$ cat src/rtl/rv_pkg.sv
// Shared definitions for the RV32M divide unit: op encodings, FSM states and
// the RISC-V special-case result values.
package rv_pkg;

   localparam int DIV_XLEN = 32;

   typedef enum logic [1:0] {
      OP_DIV  = 2'b00,
      OP_DIVU = 2'b01,
      OP_REM  = 2'b10,
      OP_REMU = 2'b11
   } div_op_e;

   typedef enum logic [2:0] {
      ST_IDLE = 3'd0,
      ST_PREP = 3'd1,
      ST_CALC = 3'd2,
      ST_FIX  = 3'd3,
      ST_DONE = 3'd4
   } div_state_e;

   // Wide enough for any supported XLEN; users slice to their width.
   localparam logic [63:0] DIV_ALL_ONES = 64'hFFFF_FFFF_FFFF_FFFF;

   function automatic logic [63:0] div_signed_min(input int unsigned width);
      return 64'd1 << (width - 32'd1);
   endfunction

endpackage

$ cat src/rtl/rv_div_unit_if.sv
// Start/done handshake between the core pipeline (master) and the divider (slave).
interface rv_div_unit_if #(parameter int XLEN = 32);

   logic            start;
   logic [1:0]      div_op;
   logic [XLEN-1:0] A_in;
   logic [XLEN-1:0] B_in;
   logic            busy;
   logic            done;
   logic [XLEN-1:0] result;

   modport master (output start, div_op, A_in, B_in,
                   input  busy, done, result);

   modport slave  (input  start, div_op, A_in, B_in,
                   output busy, done, result);

endinterface

$ cat src/rtl/rv_div_core.sv
// Unsigned radix-2 restoring divider datapath: one shift/trial-subtract step per
// enabled cycle, with an iteration counter flagging the last step.
module rv_div_core
   import rv_pkg::*;
#(
   parameter int XLEN = DIV_XLEN
)
(
   input  logic            clk,
   input  logic            rst_n,
   input  logic            i_load,
   input  logic            i_step,
   input  logic [XLEN-1:0] i_dividend,
   input  logic [XLEN-1:0] i_divisor,
   output logic [XLEN-1:0] o_quo,
   output logic [XLEN-1:0] o_rem,
   output logic            o_last
);

   localparam int CW = $clog2(XLEN);

   logic [XLEN-1:0] r_rem;
   logic [XLEN-1:0] r_quo;
   logic [XLEN-1:0] r_dvs;
   logic [CW-1:0]   r_cnt;

   logic [XLEN:0]   w_rem_sh;
   logic [XLEN:0]   w_diff;

   // The partial remainder stays below the divisor, so an XLEN+1-bit difference
   // has its top bit set exactly when the trial subtraction goes negative.
   assign w_rem_sh = {r_rem, r_quo[XLEN-1]};
   assign w_diff   = w_rem_sh - {1'b0, r_dvs};

   assign o_quo  = r_quo;
   assign o_rem  = r_rem;
   assign o_last = (r_cnt == CW'(XLEN - 1));

   // Datapath registers: load on PREP, one restoring step per CALC cycle.
   always_ff @(posedge clk or negedge rst_n) begin
      if (!rst_n) begin
         r_rem <= {XLEN{1'b0}};
         r_quo <= {XLEN{1'b0}};
         r_dvs <= {XLEN{1'b0}};
         r_cnt <= {CW{1'b0}};
      end else if (i_load) begin
         r_rem <= {XLEN{1'b0}};
         r_quo <= i_dividend;
         r_dvs <= i_divisor;
         r_cnt <= {CW{1'b0}};
      end else if (i_step) begin
         if (!w_diff[XLEN]) begin
            r_rem <= w_diff[XLEN-1:0];
         end else begin
            r_rem <= w_rem_sh[XLEN-1:0];
         end
         r_quo <= {r_quo[XLEN-2:0], ~w_diff[XLEN]};
         r_cnt <= r_cnt + CW'(1);
      end
   end

endmodule

$ cat src/rtl/rv_div_unit.sv
// RV32M DIV/DIVU/REM/REMU unit: FSM, sign handling, special cases and the
// registered result around the unsigned iterative core.
module rv_div_unit
   import rv_pkg::*;
#(
   parameter int XLEN = DIV_XLEN
)
(
   input  logic         clk,
   input  logic         rst_n,
   rv_div_unit_if.slave bus
);

   localparam logic [XLEN-1:0] ALL_ONES = DIV_ALL_ONES[XLEN-1:0];
   localparam logic [XLEN-1:0] SMIN     = XLEN'(div_signed_min(XLEN));

   function automatic logic [XLEN-1:0] f_neg(input logic [XLEN-1:0] v);
      return ~v + {{(XLEN-1){1'b0}}, 1'b1};
   endfunction

   div_state_e      r_state;
   logic [1:0]      r_op;
   logic [XLEN-1:0] r_a;
   logic [XLEN-1:0] r_b;
   logic [XLEN-1:0] r_result;
   logic            r_busy;
   logic            r_done;

   logic            w_signed;
   logic            w_sel_rem;
   logic            w_a_neg;
   logic            w_b_neg;
   logic [XLEN-1:0] w_a_mag;
   logic [XLEN-1:0] w_b_mag;
   logic            w_div0;
   logic            w_ovf;
   logic            w_load;
   logic            w_step;
   logic [XLEN-1:0] w_quo;
   logic [XLEN-1:0] w_rem;
   logic            w_last;
   logic [XLEN-1:0] w_quo_fix;
   logic [XLEN-1:0] w_rem_fix;

   assign w_signed  = (r_op == OP_DIV) || (r_op == OP_REM);
   assign w_sel_rem = (r_op == OP_REM) || (r_op == OP_REMU);
   assign w_a_neg   = w_signed & r_a[XLEN-1];
   assign w_b_neg   = w_signed & r_b[XLEN-1];
   assign w_a_mag   = w_a_neg ? f_neg(r_a) : r_a;
   assign w_b_mag   = w_b_neg ? f_neg(r_b) : r_b;
   assign w_div0    = (r_b == {XLEN{1'b0}});
   assign w_ovf     = w_signed && (r_a == SMIN) && (r_b == ALL_ONES);
   assign w_load    = (r_state == ST_PREP) && !w_div0 && !w_ovf;
   assign w_step    = (r_state == ST_CALC);

   // Sign flags are zero for unsigned ops, so FIX passes those through untouched.
   assign w_quo_fix = (w_a_neg ^ w_b_neg) ? f_neg(w_quo) : w_quo;
   assign w_rem_fix = w_a_neg ? f_neg(w_rem) : w_rem;

   assign bus.busy   = r_busy;
   assign bus.done   = r_done;
   assign bus.result = r_result;

   rv_div_core #(.XLEN(XLEN)) u_core (
      .clk        (clk),
      .rst_n      (rst_n),
      .i_load     (w_load),
      .i_step     (w_step),
      .i_dividend (w_a_mag),
      .i_divisor  (w_b_mag),
      .o_quo      (w_quo),
      .o_rem      (w_rem),
      .o_last     (w_last)
   );

   // Control FSM with registered busy/done/result.
   always_ff @(posedge clk or negedge rst_n) begin
      if (!rst_n) begin
         r_state  <= ST_IDLE;
         r_op     <= 2'b00;
         r_a      <= {XLEN{1'b0}};
         r_b      <= {XLEN{1'b0}};
         r_result <= {XLEN{1'b0}};
         r_busy   <= 1'b0;
         r_done   <= 1'b0;
      end else begin
         case (r_state)
            ST_IDLE: begin
               r_done <= 1'b0;
               if (bus.start) begin
                  r_a     <= bus.A_in;
                  r_b     <= bus.B_in;
                  r_op    <= bus.div_op;
                  r_busy  <= 1'b1;
                  r_state <= ST_PREP;
               end
            end
            ST_PREP: begin
               if (w_div0) begin
                  r_result <= w_sel_rem ? r_a : ALL_ONES;
                  r_done   <= 1'b1;
                  r_state  <= ST_DONE;
               end else if (w_ovf) begin
                  r_result <= w_sel_rem ? {XLEN{1'b0}} : SMIN;
                  r_done   <= 1'b1;
                  r_state  <= ST_DONE;
               end else begin
                  r_state  <= ST_CALC;
               end
            end
            ST_CALC: begin
               if (w_last) begin
                  r_state <= ST_FIX;
               end
            end
            ST_FIX: begin
               r_result <= w_sel_rem ? w_rem_fix : w_quo_fix;
               r_done   <= 1'b1;
               r_state  <= ST_DONE;
            end
            ST_DONE: begin
               r_done  <= 1'b0;
               r_busy  <= 1'b0;
               r_state <= ST_IDLE;
            end
            default: begin
               r_done  <= 1'b0;
               r_busy  <= 1'b0;
               r_state <= ST_IDLE;
            end
         endcase
      end
   end

endmodule

$ cat src/flat_wrapper.sv
// flat-port wrapper written by rule: the top's interface ports become plain ports
module rv_div_unit_flat import rv_pkg::*;
#(
   parameter int XLEN = DIV_XLEN
)
  (clk, rst_n, bus_start, bus_div_op, bus_A_in, bus_B_in, bus_busy, bus_done, bus_result);
  rv_div_unit_if #(.XLEN(XLEN)) bus_i ();
  input  logic clk;
  input  logic rst_n;
  input wire logic [$bits(bus_i.start)-1:0] bus_start;
  input wire logic [$bits(bus_i.div_op)-1:0] bus_div_op;
  input wire logic [$bits(bus_i.A_in)-1:0] bus_A_in;
  input wire logic [$bits(bus_i.B_in)-1:0] bus_B_in;
  output wire logic [$bits(bus_i.busy)-1:0] bus_busy;
  output wire logic [$bits(bus_i.done)-1:0] bus_done;
  output wire logic [$bits(bus_i.result)-1:0] bus_result;
  assign bus_i.start = bus_start;
  assign bus_i.div_op = bus_div_op;
  assign bus_i.A_in = bus_A_in;
  assign bus_i.B_in = bus_B_in;
  assign bus_busy = bus_i.busy;
  assign bus_done = bus_i.done;
  assign bus_result = bus_i.result;
  rv_div_unit #(.XLEN(XLEN)) u_core (.clk(clk), .rst_n(rst_n), .bus(bus_i));
endmodule
$ cat config.mk
export PLATFORM = sky130hd
export DESIGN_NAME = rv_div_unit_flat
export DESIGN_NICKNAME = d
export VERILOG_FILES = /design/src/rtl/rv_pkg.sv /design/src/rtl/rv_div_unit_if.sv /design/src/rtl/rv_div_core.sv /design/src/rtl/rv_div_unit.sv /design/src/flat_wrapper.sv
export SDC_FILE = /design/constraint.sdc
export NUM_CORES = 1
export LEC_CHECK = 0
export BUFFER_PORTS_ARGS = -buffer_cell sky130_fd_sc_hd__buf_2
export CORE_MARGIN = 2
export CORE_UTILIZATION = 57
export CTS_CLUSTER_SIZE = 30
export DETAILED_ROUTE_END_ITERATION = 7
export HOLD_SLACK_MARGIN = 0.02
export PLACE_DENSITY = 0.8
export SLEW_MARGIN = 20
export SYNTH_ARGS = -nofsm -noshare
export SYNTH_HDL_FRONTEND = slang
export SYNTH_SLANG_ARGS = --single-unit
$ cat constraint.sdc
create_clock -name clk -period 5 [get_ports clk]
set_input_delay 1 -clock clk [delete_from_list [all_inputs] [get_ports clk]]
set_output_delay 1 -clock clk [all_outputs]
set_load 0.01 [all_outputs]
### Word-level counts from Yosys, hierarchy flattened

Cells that the tools add are included.

| cells by class | value |
|---|---|
| muxes and demuxes | 27 |
| reduce and logical (&&, ||, !) cells | 19 |
| div/mod/pow operators | 0 |
| magnitude comparators | 0 |
| eq/ne operators | 11 |
| $add $sub $neg | 6 |
| bitwise logic cells | 10 |
| $mul | 0 |
| shift operators | 0 |

Operators by type and width:

| operator | number |
|---|---|
| two-way mux 32 bit | 14 |
| adder 32 x 1 -> 32 bit, second input constant | 4 |
| NOT 32 bit | 4 |
| equality test 32 bit, second input constant | 2 |
| one-hot mux 32 bit (2 select lines) | 1 |
| subtractor 33 x 32 -> 33 bit | 1 |
| logical NOT 32 bit | 1 |
| two-way mux 3 bit | 4 |
| one-hot mux 3 bit (4 select lines) | 1 |
| two-way mux 5 bit | 2 |
| AND reduction 2 bit | 5 |
| equality test 3 x 2 -> 1 bit, second input constant | 2 |
| adder 5 x 1 -> 5 bit, second input constant | 1 |
| equality test 5 bit, second input constant | 1 |
| equality test 2 bit, second input constant | 2 |
| logical AND 1 bit | 4 |
| nonzero test 2 bit | 2 |
| equality test 3 x 1 -> 1 bit, second input constant | 1 |
| logical NOT 3 bit | 1 |
| two-way mux 1 bit | 3 |
| != test 3 x 1 -> 1 bit, second input constant | 1 |
| NOT 1 bit | 3 |
| one-hot mux 1 bit (3 select lines) | 1 |
| OR reduction 3 bit | 1 |
| 8 further kinds | 11 |

| word-level totals | value |
|---|---|
| RAM bits | 0 |
| word-level logic and storage cells | 84 |
| output and inout port bits | 34 |
| register bits | 204 |
| memories kept | 0 |
| bits in read-only memories | 0 |
| bits in latches | 0 |

### Depth between registers and ports, before layout

Gate-level depths: netlist (run 1).

| depth | value |
|---|---|
| depth after elaboration | 7 |
| gate-level depth with buffers | 15 |
| depth with buffers taken out | 12 |

### Hierarchy

A second synthesis (run 1) with hierarchy kept.

| unflattened totals | value |
|---|---|
| cell total of the unflattened synthesis | 1545 |
| area total of the unflattened synthesis | 13649.3 sq um |

By module, submodules not included:

| module | instances | seq. area each (sq um) | area an instance (sq um) | cells an instance |
|---|---|---|---|---|
| rv_div_unit | 1 | 2577.5 | 7444.6 | 829 |
| rv_div_core | 1 | 2527.4 | 6204.7 | 716 |

### Least setup slack after synthesis (run 1)

No wires, ideal clock.

| path | value |
|---|---|
| path type | register -> register |
| start | register u_core.u_core.r_quo[31] (netlist: u_core.u_core.o_quo[31]) |
| end | register u_core.u_core.r_rem[12] (netlist: u_core.u_core.o_rem[12]) |
| arrival time | 2.914 ns |
| clock period less this slack | 3.049 ns |
| stages on the path, launching flop included | 16 |
| slack | 1.951 ns |
| required time | 4.865 ns |
| path through | dfrtp_1 > inv_1 > ha_1 > fa_1 > nand2b_1 > a21oi_1 > o41a_1 > a21oi_2 > o22ai_2 > o221a_2 > and2_1 > buf_2 > buf_4 > buf_2 > a32oi_1 > o31ai_1 |

| on the way | value |
|---|---|
| cells in the longest elaborated chain, start to end | 4 |

RTL lines:

| item | line | source |
|---|---|---|
| start, declared | rv_div_core.sv:23 | `logic [XLEN-1:0] r_quo;` |
| start signal, assigned | rv_div_core.sv:43 | `r_quo <= {XLEN{1'b0}};` |
| start signal, assigned | rv_div_core.sv:48 | `r_quo <= i_dividend;` |
| start signal, assigned | rv_div_core.sv:57 | `r_quo <= {r_quo[XLEN-2:0], ~w_diff[XLEN]};` |
| subtractor 33 x 32 -> 33 bit | rv_div_core.sv:33 | `assign w_diff = w_rem_sh - {1'b0, r_dvs};` |
| two-way mux 32 bit | rv_div_core.sv:52 | `if (!w_diff[XLEN]) begin` |
| two-way mux 32 bit | rv_div_core.sv:51 | `end else if (i_step) begin` |
| two-way mux 32 bit | rv_div_core.sv:46 | `end else if (i_load) begin` |
| end signal, assigned | rv_div_core.sv:47 | `r_rem <= {XLEN{1'b0}};` |
| end signal, assigned | rv_div_core.sv:53 | `r_rem <= w_diff[XLEN-1:0];` |
| end signal, assigned | rv_div_core.sv:55 | `r_rem <= w_rem_sh[XLEN-1:0];` |
| end, declared | rv_div_core.sv:22 | `logic [XLEN-1:0] r_rem;` |

Every way passes these cells. The select of a mux whose other input is x is not followed.
A chain may end at the register's enable or synchronous reset.

### Worst setup path in the final report (run 1)

| path | value |
|---|---|
| start | register u_core.r_b[1] |
| end | register u_core.u_core.r_quo[1] (netlist: u_core.u_core.o_quo[1]) |

| on the way | value |
|---|---|
| cells in the longest elaborated chain, start to end | 5 |

RTL lines:

| item | line | source |
|---|---|---|
| start, declared | rv_div_unit.sv:24 | `logic [XLEN-1:0] r_b;` |
| start signal, assigned | rv_div_unit.sv:82 | `r_b <= {XLEN{1'b0}};` |
| start signal, assigned | rv_div_unit.sv:92 | `r_b <= bus.B_in;` |
| equality test 32 bit or logical NOT 32 bit (tied branches) | rv_div_unit.sv:52, rv_div_unit.sv:51 |  |
| logical AND 1 bit or logical NOT 1 bit (tied branches) | rv_div_unit.sv:52, rv_div_unit.sv:53 |  |
| logical NOT 1 bit or logical AND 1 bit (tied branches) | rv_div_unit.sv:53 | `assign w_load = (r_state == ST_PREP) && !w_div0 && !w_ovf;` |
| logical AND 1 bit (*) | rv_div_unit.sv:53 |  |
| two-way mux 32 bit or nonzero test 2 bit (tied branches) | -- |  |

Every way passes the cells marked *; elsewhere a longest branch is shown, timed or not.

==> run_results.csv, run 1 <==
group,metric,value,unit
status,status,"complete, no violations",
power,powerDensity,784,mW/mm^2
logic_synthesis,syn-cell-area,0.0134,mm^2
hold_path,min_delay_worst_endpoint,"u_core.bus.result[17]",
finish,n_fill_cell,1971,
floorplan,die_w,157,um
place,portBuffers,102,
logic_synthesis,seq_area_frac_synth,0.381,
place,gp_congestion,0.965,
hold_path,min_path_type,"flip-flop to flip-flop",
clocking,clockBufferDepth,3,
worst_setup_path,critical_path_class,"flip-flop to flip-flop",
logic_synthesis,synth_warnings,0,
power,clock_power_share,0.161,
sta,min_period_over_period,0.760,
grt,track_usage,0.304,
logic_synthesis,syn_nets,1651,
worst_setup_path,path_max_fanout,82,
logic_synthesis,synth_edf_count,0,
floorplan,io_pins,103,
worst_setup_path,reg2reg_slack,1.20,ns
route,wirelength,37.7,mm
hold_path,min-delay-start,"u_core.bus.result[17]",
grt,antenna_found_initial,0,
finish,finish.net_count,1707,
finish,final_layout_size_suffix_gt1_frac,0.154,
grt,grt_start_max_net_pins,106,
sta,setup_viol,0,
logic_synthesis,synth.ff_latch_count,204,
worst_setup_path,crit_path_start,"u_core.r_b[1]",
clocking,clk_pin_slew,0.06,ns
sta,clock_skew,0.0236,ns
sta,slew_viol_final,0,
worst_setup_path,timing.rr.start,"u_core.r_b[1]",
floorplan,start_util,0.577,
power,p_sw,5.51,mW
sta,min_period,3.80,ns
clocking,holdBufCountCts,0,
logic_synthesis,avgSynthCellArea,8.70,um^2
worst_setup_path,cp.required,5.42,ns
worst_setup_path,cp-start-kind,"flip-flop",
sta,fmax,263,MHz
finish,utilization,0.642,
clocking,postCtsSetupBuffers,0,
route,drt_first_iter_violations,1510,
floorplan,die_h,157,um
power,power_frac_comb,0.536,
route,dr.pass1.iters,5,
route,post-route-drc-count,0,
grt,grt_overflow,0,
finish,multiInputGateArea,0.00772,mm^2
finish,syn2layout_area_growth,11.4,%
floorplan,core,0.0233,mm^2
logic_synthesis,synth_ff_type,"dfrtp_1",
worst_setup_path,end_kind,"flip-flop",
clocking,cts_made_buffers,24,
floorplan,rows,56,
sta,hold_viol_final,0,
power,p_leak,6.53,nW
logic_synthesis,postSynthCellCount,1542,
power,ir_drop,0.483,mV
clocking,cts_tree,"yes",
route,vias,12100,
logic_synthesis,async_reset_ff_frac,1.00,
sta,relSlewSlack,0.206,
route,wl_per_cell,19.5,um
logic_synthesis,synth_cell_type_count,77,
sta,grt_setup_unrepaired,"no",
power,p_seq_frac,0.303,
clocking,clock_latency,0.54,ns
power,switching_share,0.471,
clocking,cts_resized,0,
route,vias_per_cell,6.28,
grt,grt_first_pass_wirelength,60.1,mm
finish,seq_area,0.00510,mm^2
grt,grt_pass1_vias,11300,
finish,antenna_cells,0,
clocking,root_buffer,"clkbuf_16",
clocking,h-tree-depth,1,
worst_setup_path,r2r_end,"u_core.u_core.o_quo[1]",
worst_setup_path,reg2reg_depth,12,
worst_setup_path,arrival,4.22,ns
hold_path,holdPathStages,2,
place,dp_hpwl,26.6,mm
sta,fin_setup_tns,0,ns
power,p_int,6.20,mW
sta,worst_pin_slew,1.19,ns
clocking,clock_sinks,204,
run,drv_cap,0,
route,drt.antenna.violating_nets,0,
floorplan,die_area,0.0248,mm^2
## state kept, by name, indices dropped and copies added, names as in the netlist
name / count
u_core.bus.result: 32
u_core.r_a: 32
u_core.r_state: 3
u_core.u_core.o_rem: 32
u_core.u_core.r_cnt: 5
u_core.r_b: 32
u_core.bus.done: 1
u_core.r_op: 2
u_core.bus.busy: 1
u_core.u_core.o_quo: 32
u_core.u_core.r_dvs: 32
## cells in the final DEF, fill, tap and decap left out, types with 5 or more instances in the layout
cell / Yosys / final
or3_1: 12 / 12
o221ai_1: 9 / 9
nand4_1: 18 / 18
buf_2: 18 / 101
and3_1: 8 / 8
o21ai_0: 121 / 121
a32oi_1: 7 / 7
mux2i_1: 21 / 21
a21o_1: 10 / 10
o21ai_1: 7 / 7
nor2_1: 141 / 141
o211ai_1: 10 / 10
dfrtp_1: 204 / 204
o31ai_1: 24 / 24
xnor2_1: 72 / 72
o41ai_1: 8 / 8
inv_1: 54 / 54
nor3_1: 29 / 28
buf_4: 7 / 13
o22ai_1: 5 / 5
a21oi_1: 114 / 114
ha_1: 39 / 39
a221o_1: 8 / 8
clkinv_2: 0 / 5
nand3_1: 32 / 32
nand2b_1: 17 / 17
clkbuf_16: 0 / 24
nor4_1: 15 / 15
a211oi_1: 9 / 9
a31oi_1: 36 / 36
or4_1: 11 / 11
and2_1: 10 / 9
clkbuf_8: 0 / 5
mux2_2: 61 / 61
nand2_1: 187 / 186
xor2_1: 74 / 74
nor2b_1: 9 / 8
## power by group through the flow
stage	clock network (mW)	logic [mW]	registers, mW
after floorplan	0	4.86	3.19
after global placement	0	5.99	3.48
after detailed placement	0	6.13	3.53
after CTS	1.90	6.18	3.50
after global routing	1.96	6.91	3.64
final	1.88	6.28	3.55
## Yosys cell counts, types with 11 or more instances
cell type	count	area, um^2
a21oi_1	114	571
a31oi_1	36	225
buf_2	18	90.1
clkbuf_1	58	218
dfrtp_1	204	5100
ha_1	39	488
inv_1	54	203
mux2_2	61	687
mux2i_1	21	210
nand2_1	187	702
nand2b_1	17	106
nand3_1	32	160
nand4_1	18	113
nor2_1	141	529
nor3_1	29	145
nor4_1	15	93.8
o21ai_0	121	606
o31ai_1	24	180
or3_1	12	75.1
or4_1	11	82.6
xnor2_1	72	631
xor2_1	74	648
## area by class of cell
type | instances | share of cell area
clock buffer | 31 | 0.0447
tap | 319 | 0.0267
clock inverter | 11 | 0.0123
sequential | 204 | 0.342
multi-input combinational | 1196 | 0.517
inverter | 55 | 0.0138
timing repair buffer | 117 | 0.0440
## critical path, stage by stage, from the launching register on
cell and delay [ns]:
dfrtp_1 0.42, inv_1 0.13, ha_1 0.20, or4b_2 0.64, or3_1 0.44, nor4_4 0.37, nor2_1 0.13, o21ai_2 0.10
or2_4 0.52, buf_12 0.37, a21oi_1 0.09, a21oi_1 0.12, o21ai_0 0.11
## kinds of logic after synthesis
family / count (synthesis) / synth area share
AND/OR/NAND/NOR: 514 / 0.182
AO/OA/AOI/OAI: 414 / 0.192
flip-flops: 204 / 0.381
XOR/XNOR: 146 / 0.0953
buffers and inverters: 142 / 0.0451
multiplexers: 82 / 0.0669
adder cells (fa/ha/maj): 40 / 0.0379
## worst max path at each step
stage / slack [ns] / cells after the start / to
6_report: 1.20 / 12 / u_core.u_core.o_quo[1]
5_1_grt: 0.97 / 12 / u_core.u_core.o_quo[1]
4_1_cts: 1.25 / 12 / u_core.u_core.o_quo[1]
3_5_place_dp: 1.27 / 12 / u_core.u_core.o_quo[1]
3_3_place_gp: 1.35 / 12 / u_core.u_core.o_quo[1]
2_1_floorplan: 1.95 / 15 / u_core.u_core.o_rem[12]
## metrics by stage
stage          total power, mW  std cells  worst slack [ns]  area (um^2)  hold WS [ns]
6_report                  11.7       1933              1.20        14900         0.472
5_1_grt                   12.5       1933             0.974        14900         0.500
4_1_cts                   11.6       1933              1.25        14900         0.477
3_5_place_dp              9.66       1891              1.27        14100         0.464
3_3_place_gp              9.47       1891              1.35        14100         0.455
2_1_floorplan             8.04       1542              1.95        13400         0.449
## routing by layer
metal,wire (um),global-route usage,vias to the layer above
met4,1480,0.108,0
met2,17000,0.472,617
met5,0,0,-
li1,-,-,5616
met3,3050,0.0308,105
met1,16100,0.442,5808
Note: power is estimated with default switching activity, not from simulation.
==> run 2: changes to the inputs <==
==> constraint.sdc (replaced) <==
create_clock -name clk -period 3.75 [get_ports clk]
set_input_delay 0.75 -clock clk [delete_from_list [all_inputs] [get_ports clk]]
set_output_delay 0.75 -clock clk [all_outputs]
set_load 0.01 [all_outputs]
==> run 2 against run 1 <==
Effect of this change:
- sequential share of layout area decreased by 0.76 points
- critical path type unchanged
- global-route usage increased by 0.73 points
- register-to-register slack worse by 0.90 ns
- routed wire length increased by 2.0%
- non-clock buffer count rose by 35
- clock power rose by 39%
- count of clock-buffer cells in the layout grew 2
- largest cell class unchanged
- setup slack worse by 0.90 ns
==> run_results.csv, run 2 (synthesis results as in run 1) <==
group,metric,value,unit
clocking,cts_made_buffers,24,
clocking,clock_latency,0.54,ns
sta,clock_skew,0.0222,ns
clocking,clockBufferDepth,3,
floorplan,core,0.0233,mm^2
place,dp_cells,1926,
finish,fin_cells,1969,
clocking,postCtsSetupBuffers,0,
worst_setup_path,end_kind,"flip-flop",
worst_setup_path,r2r_end,"u_core.u_core.o_rem[28]",
sta,min_period,3.45,ns
worst_setup_path,cp-start-kind,"flip-flop",
clocking,cts_tree,"yes",
grt,grt_pass1_vias,11600,
grt,grt_overflow,0,
finish,finish.net_count,1742,
worst_setup_path,crit_path_cell_trace,"inv_1 > ha_1 > fa_1 > nand2b_1 > a21oi_1 > o41a_1 > a21oi_2 > o22ai_2 > o221a_2 > and2_2 > buf_4 > or4_1 > o21ai_1",
floorplan,die_w,157,um
sta,setup_ws,0.297,ns
sta,hold_viol_final,0,
worst_setup_path,critPathTopFamily,"compound AO/OA/AOI/OAI gates",
clocking,root_buffer,"clkbuf_16",
clocking,holdBufCountCts,0,
finish,syn2layout_area_growth,13.9,%
clocking,h-tree-depth,1,
clocking,cts_resized,0,
sta,fmax,290,MHz
sta,setup_viol,0,
grt,track_usage,0.311,
worst_setup_path,cpPeakStageDelay,0.52,ns
run,drv_cap,0,
finish,n_fill_cell,1925,
worst_setup_path,timing.rr.start,"u_core.u_core.o_quo[31]",
route,wirelength,38.4,mm
route,vias_per_cell,6.19,
status,status,"complete, no violations",
worst_setup_path,arrival,3.88,ns
route,dr.pass1.iters,6,
clocking,clk_pin_slew,0.06,ns
sta,relSlewSlack,0.280,
grt,antenna_found_initial,0,
finish,layout_common_cells,"dfrtp_1, nand2_1, nor2_1",
worst_setup_path,path_max_fanout,16,
sta,worst_pin_slew,1.08,ns
route,wl_per_cell,19.5,um
clocking,clock_sinks,204,
floorplan,die_h,157,um
sta,hold_slack,0.236,ns
worst_setup_path,reg2reg_slack,0.30,ns
route,drt_first_iter_violations,1345,
worst_setup_path,reg2reg_depth,13,
sta,min_period_over_period,0.921,
finish,antenna_cells,0,
finish,final_common_cell,"dfrtp_1",
power,powerDensity,1050,mW/mm^2
place,post-place-ws,0.370,ns
power,ir_drop,0.595,mV
floorplan,io_pins,103,
grt,grt_start_max_net_pins,79,
sta,grt_setup_unrepaired,"no",
place,dp_hpwl,27.7,mm
worst_setup_path,critical_path_class,"flip-flop to flip-flop",
route,post-route-drc-count,0,
floorplan,die_area,0.0248,mm^2
worst_setup_path,crit_slowest_cell,"or4_1",
finish,fin_area,0.0153,mm^2
place,gp_congestion,0.923,
sta,fin_setup_tns,0,ns
finish,final_layout_size_suffix_gt1_frac,0.173,
hold_path,min_path_type,"input port to async pin",
route,drt.antenna.violating_nets,0,
grt,grt_first_pass_wirelength,61.3,mm
floorplan,start_util,0.577,
worst_setup_path,cp.required,4.18,ns
worst_setup_path,path_buf_inv,2,
route,vias,12200,
place,place_area,0.0144,mm^2
sta,slew_viol_final,0,
power,p_leak,6.74,nW
place,portBuffers,102,
floorplan,rows,56,
## run 2: through the flow
step           power [mW]  utilization
2_1_floorplan        10.7            -
3_3_place_gp         12.9        0.618
3_5_place_dp         13.2        0.618
4_1_cts              15.9        0.657
5_1_grt              17.2        0.657
6_report             16.0        0.657
## run 2: worst max path at each step
stage                                  startpoint                 endpoint  slack (ns)  cells past startpoint
after global placement    u_core.u_core.o_quo[31]  u_core.u_core.o_rem[28]        0.44                     13
after floorplan           u_core.u_core.o_quo[31]  u_core.u_core.o_rem[12]        0.70                     15
after detailed placement  u_core.u_core.o_quo[31]  u_core.u_core.o_rem[28]        0.37                     13
after global routing      u_core.u_core.o_quo[31]  u_core.u_core.o_rem[28]        0.12                     13
final                     u_core.u_core.o_quo[31]  u_core.u_core.o_rem[28]        0.30                     13
after CTS                 u_core.u_core.o_quo[31]  u_core.u_core.o_rem[28]        0.34                     13
## run 2: report_power, final
part           total [mW]  internal, mW  switching, mW  leakage [nW]
clock network        2.62          1.65          0.965         0.442
logic                8.79          3.68           5.10          3.82
registers            4.63          3.25           1.37          2.48
## run 2: layer usage
layer	global-route usage	wire, um	up-vias
li1	-	-	5693
met3	0.0432	3130	82
met4	0.111	1410	0
met2	0.487	17400	570
met1	0.441	16500	5844
met5	0	0	-
## run 2: layout make-up
class	instances	area [um^2]	area share
clock buffer	33	704	0.0461
clock inverter	10	186	0.0122
inverter	55	206	0.0135
multi-input combinational	1196	7720	0.505
sequential	204	5100	0.334
tap	319	399	0.0261
timing repair buffer	152	957	0.0627
==> run 3: changes to the inputs <==
==> constraint.sdc (replaced) <==
create_clock -name clk -period 3.75 [get_ports clk]
set_input_delay 0.5625 -clock clk [delete_from_list [all_inputs] [get_ports clk]]
set_output_delay 0.5625 -clock clk [all_outputs]
set_load 0.01 [all_outputs]
==> run 3 against run 2 <==
Effect of this change:
- critical endpoint unchanged
- die area is the same
- final cell count down 0.15%
- largest power group unchanged
- setup slack gained 0.035 ns
- count of clock-buffer cells in the layout is 2 lower
- worst hold slack worse by 0.16 ns
- routed wire length down 1.3%
- fmax increased by 1.0%
- highest routed layer unchanged
- first-iteration DRC count fell by 7.3%
- global-route usage fell by 0.12 points
- via count grew 0.23%
- register-to-register slack gained 0.03 ns
==> run_results.csv, run 3 (synthesis results as in run 1) <==
group,metric,value,unit
clocking,clock_latency,0.53,ns
route,post-route-drc-count,0,
route,wl_per_cell,19.3,um
place,portBuffers,102,
clocking,cts_resized,0,
sta,fin_setup_tns,0,ns
route,dr.pass1.iters,6,
route,drt_first_iter_violations,1247,
sta,setup_viol,0,
sta,slew_viol_final,0,
clocking,cts_made_buffers,25,
clocking,clock_sinks,204,
finish,final_layout_size_suffix_gt1_frac,0.171,
grt,grt_pass1_vias,11500,
clocking,h-tree-depth,1,
clocking,clk_pin_slew,0.06,ns
floorplan,start_util,0.577,
power,powerDensity,1050,mW/mm^2
grt,grt_overflow,0,
clocking,holdBufCountCts,0,
clocking,cts_tree,"yes",
finish,syn2layout_area_growth,14.2,%
route,drt.antenna.violating_nets,0,
grt,grt_start_max_net_pins,85,
floorplan,die_area,0.0248,mm^2
clocking,clockBufferDepth,3,
floorplan,die_w,157,um
grt,track_usage,0.310,
route,wirelength,38.0,mm
worst_setup_path,reg2reg_slack,0.33,ns
clocking,root_buffer,"clkbuf_16",
power,ir_drop,0.585,mV
hold_path,min_path_type,"input port to async pin",
floorplan,core,0.0233,mm^2
grt,grt_first_pass_wirelength,61.3,mm
route,vias,12200,
floorplan,rows,56,
grt,antenna_found_initial,0,
sta,hold_viol_final,0,
sta,grt_setup_unrepaired,"no",
finish,finish.net_count,1738,
sta,worst_pin_slew,1.07,ns
place,dp_hpwl,27.3,mm
finish,layout_common_cells,"dfrtp_1, nand2_1, nor2_1",
sta,relSlewSlack,0.283,
run,drv_cap,0,
finish,n_fill_cell,1915,
finish,utilization,0.658,
finish,final_common_cell,"dfrtp_1",
worst_setup_path,path_max_fanout,16,
finish,antenna_cells,0,
worst_setup_path,arrival,3.86,ns
place,gp_congestion,0.919,
sta,fmax,293,MHz
power,p_leak,6.75,nW
worst_setup_path,cp-start-kind,"flip-flop",
floorplan,die_h,157,um
sta,clock_skew,0.0113,ns
floorplan,io_pins,103,
worst_setup_path,end_kind,"flip-flop",
route,vias_per_cell,6.21,
status,status,"complete, no violations",
sta,min_period,3.42,ns
worst_setup_path,critical_path_class,"flip-flop to flip-flop",
worst_setup_path,cp.required,4.19,ns
sta,min_period_over_period,0.912,
clocking,postCtsSetupBuffers,0,
## run 3: worst paths after layout
kind / end / cells past startpoint / startpoint
max: u_core.u_core.o_rem[28] / 13 / u_core.u_core.o_quo[31]
min: u_core.u_core.r_dvs[11] / 1 / rst_n
max reg2reg: u_core.u_core.o_rem[28] / 13 / u_core.u_core.o_quo[31]
min reg2reg: u_core.bus.result[12] / 2 / u_core.bus.result[12]
max in group asynchronous: u_core.r_a[18] / 2 / rst_n
min in group clk: u_core.r_b[17] / 3 / bus_B_in[17]
## run 3: final cells by class
type	instances	area [um^2]	area share
clock buffer	31	688	0.0449
clock inverter	14	254	0.0166
inverter	55	206	0.0135
multi-input combinational	1196	7720	0.504
sequential	204	5100	0.333
tap	319	399	0.0261
timing repair buffer	147	945	0.0617
## run 3: power by group
part | internal [mW] | switching (mW)
registers | 3.25 | 1.36
clock network | 1.78 | 0.985
logic | 3.67 | 5.07
total | 8.70 | 7.42
## run 3: metal layers
layer  part of all wire  GRT usage
met3              0.088     0.0520
met4              0.037      0.110
met5                  0          0
met1               0.42      0.435
met2               0.46      0.485
## run 3: worst max-delay path, cell delays in order, from the launching register on
cell	delay (ns)
dfrtp_1	0.38
inv_1	0.12
ha_1	0.21
fa_1	0.21
nand2b_1	0.14
a21oi_1	0.09
o41a_1	0.42
a21oi_2	0.18
o22ai_2	0.16
o221a_2	0.33
and2_2	0.23
buf_4	0.21
or4_1	0.53
o21ai_1	0.12
## run 3: metrics by stage
stage                     total power [mW]  hold WS, ns  setup slack [ns]  std cells  area [um^2]
after floorplan                       10.7        0.267             0.701       1542        13400
after global placement                12.9        0.447             0.450       1921        14400
after detailed placement              13.1        0.466             0.352       1921        14400
after CTS                             16.0        0.105             0.331       1966        15300
after global routing                  17.3        0.140             0.139       1966        15300
final                                 16.1       0.0750             0.331       1966        15300
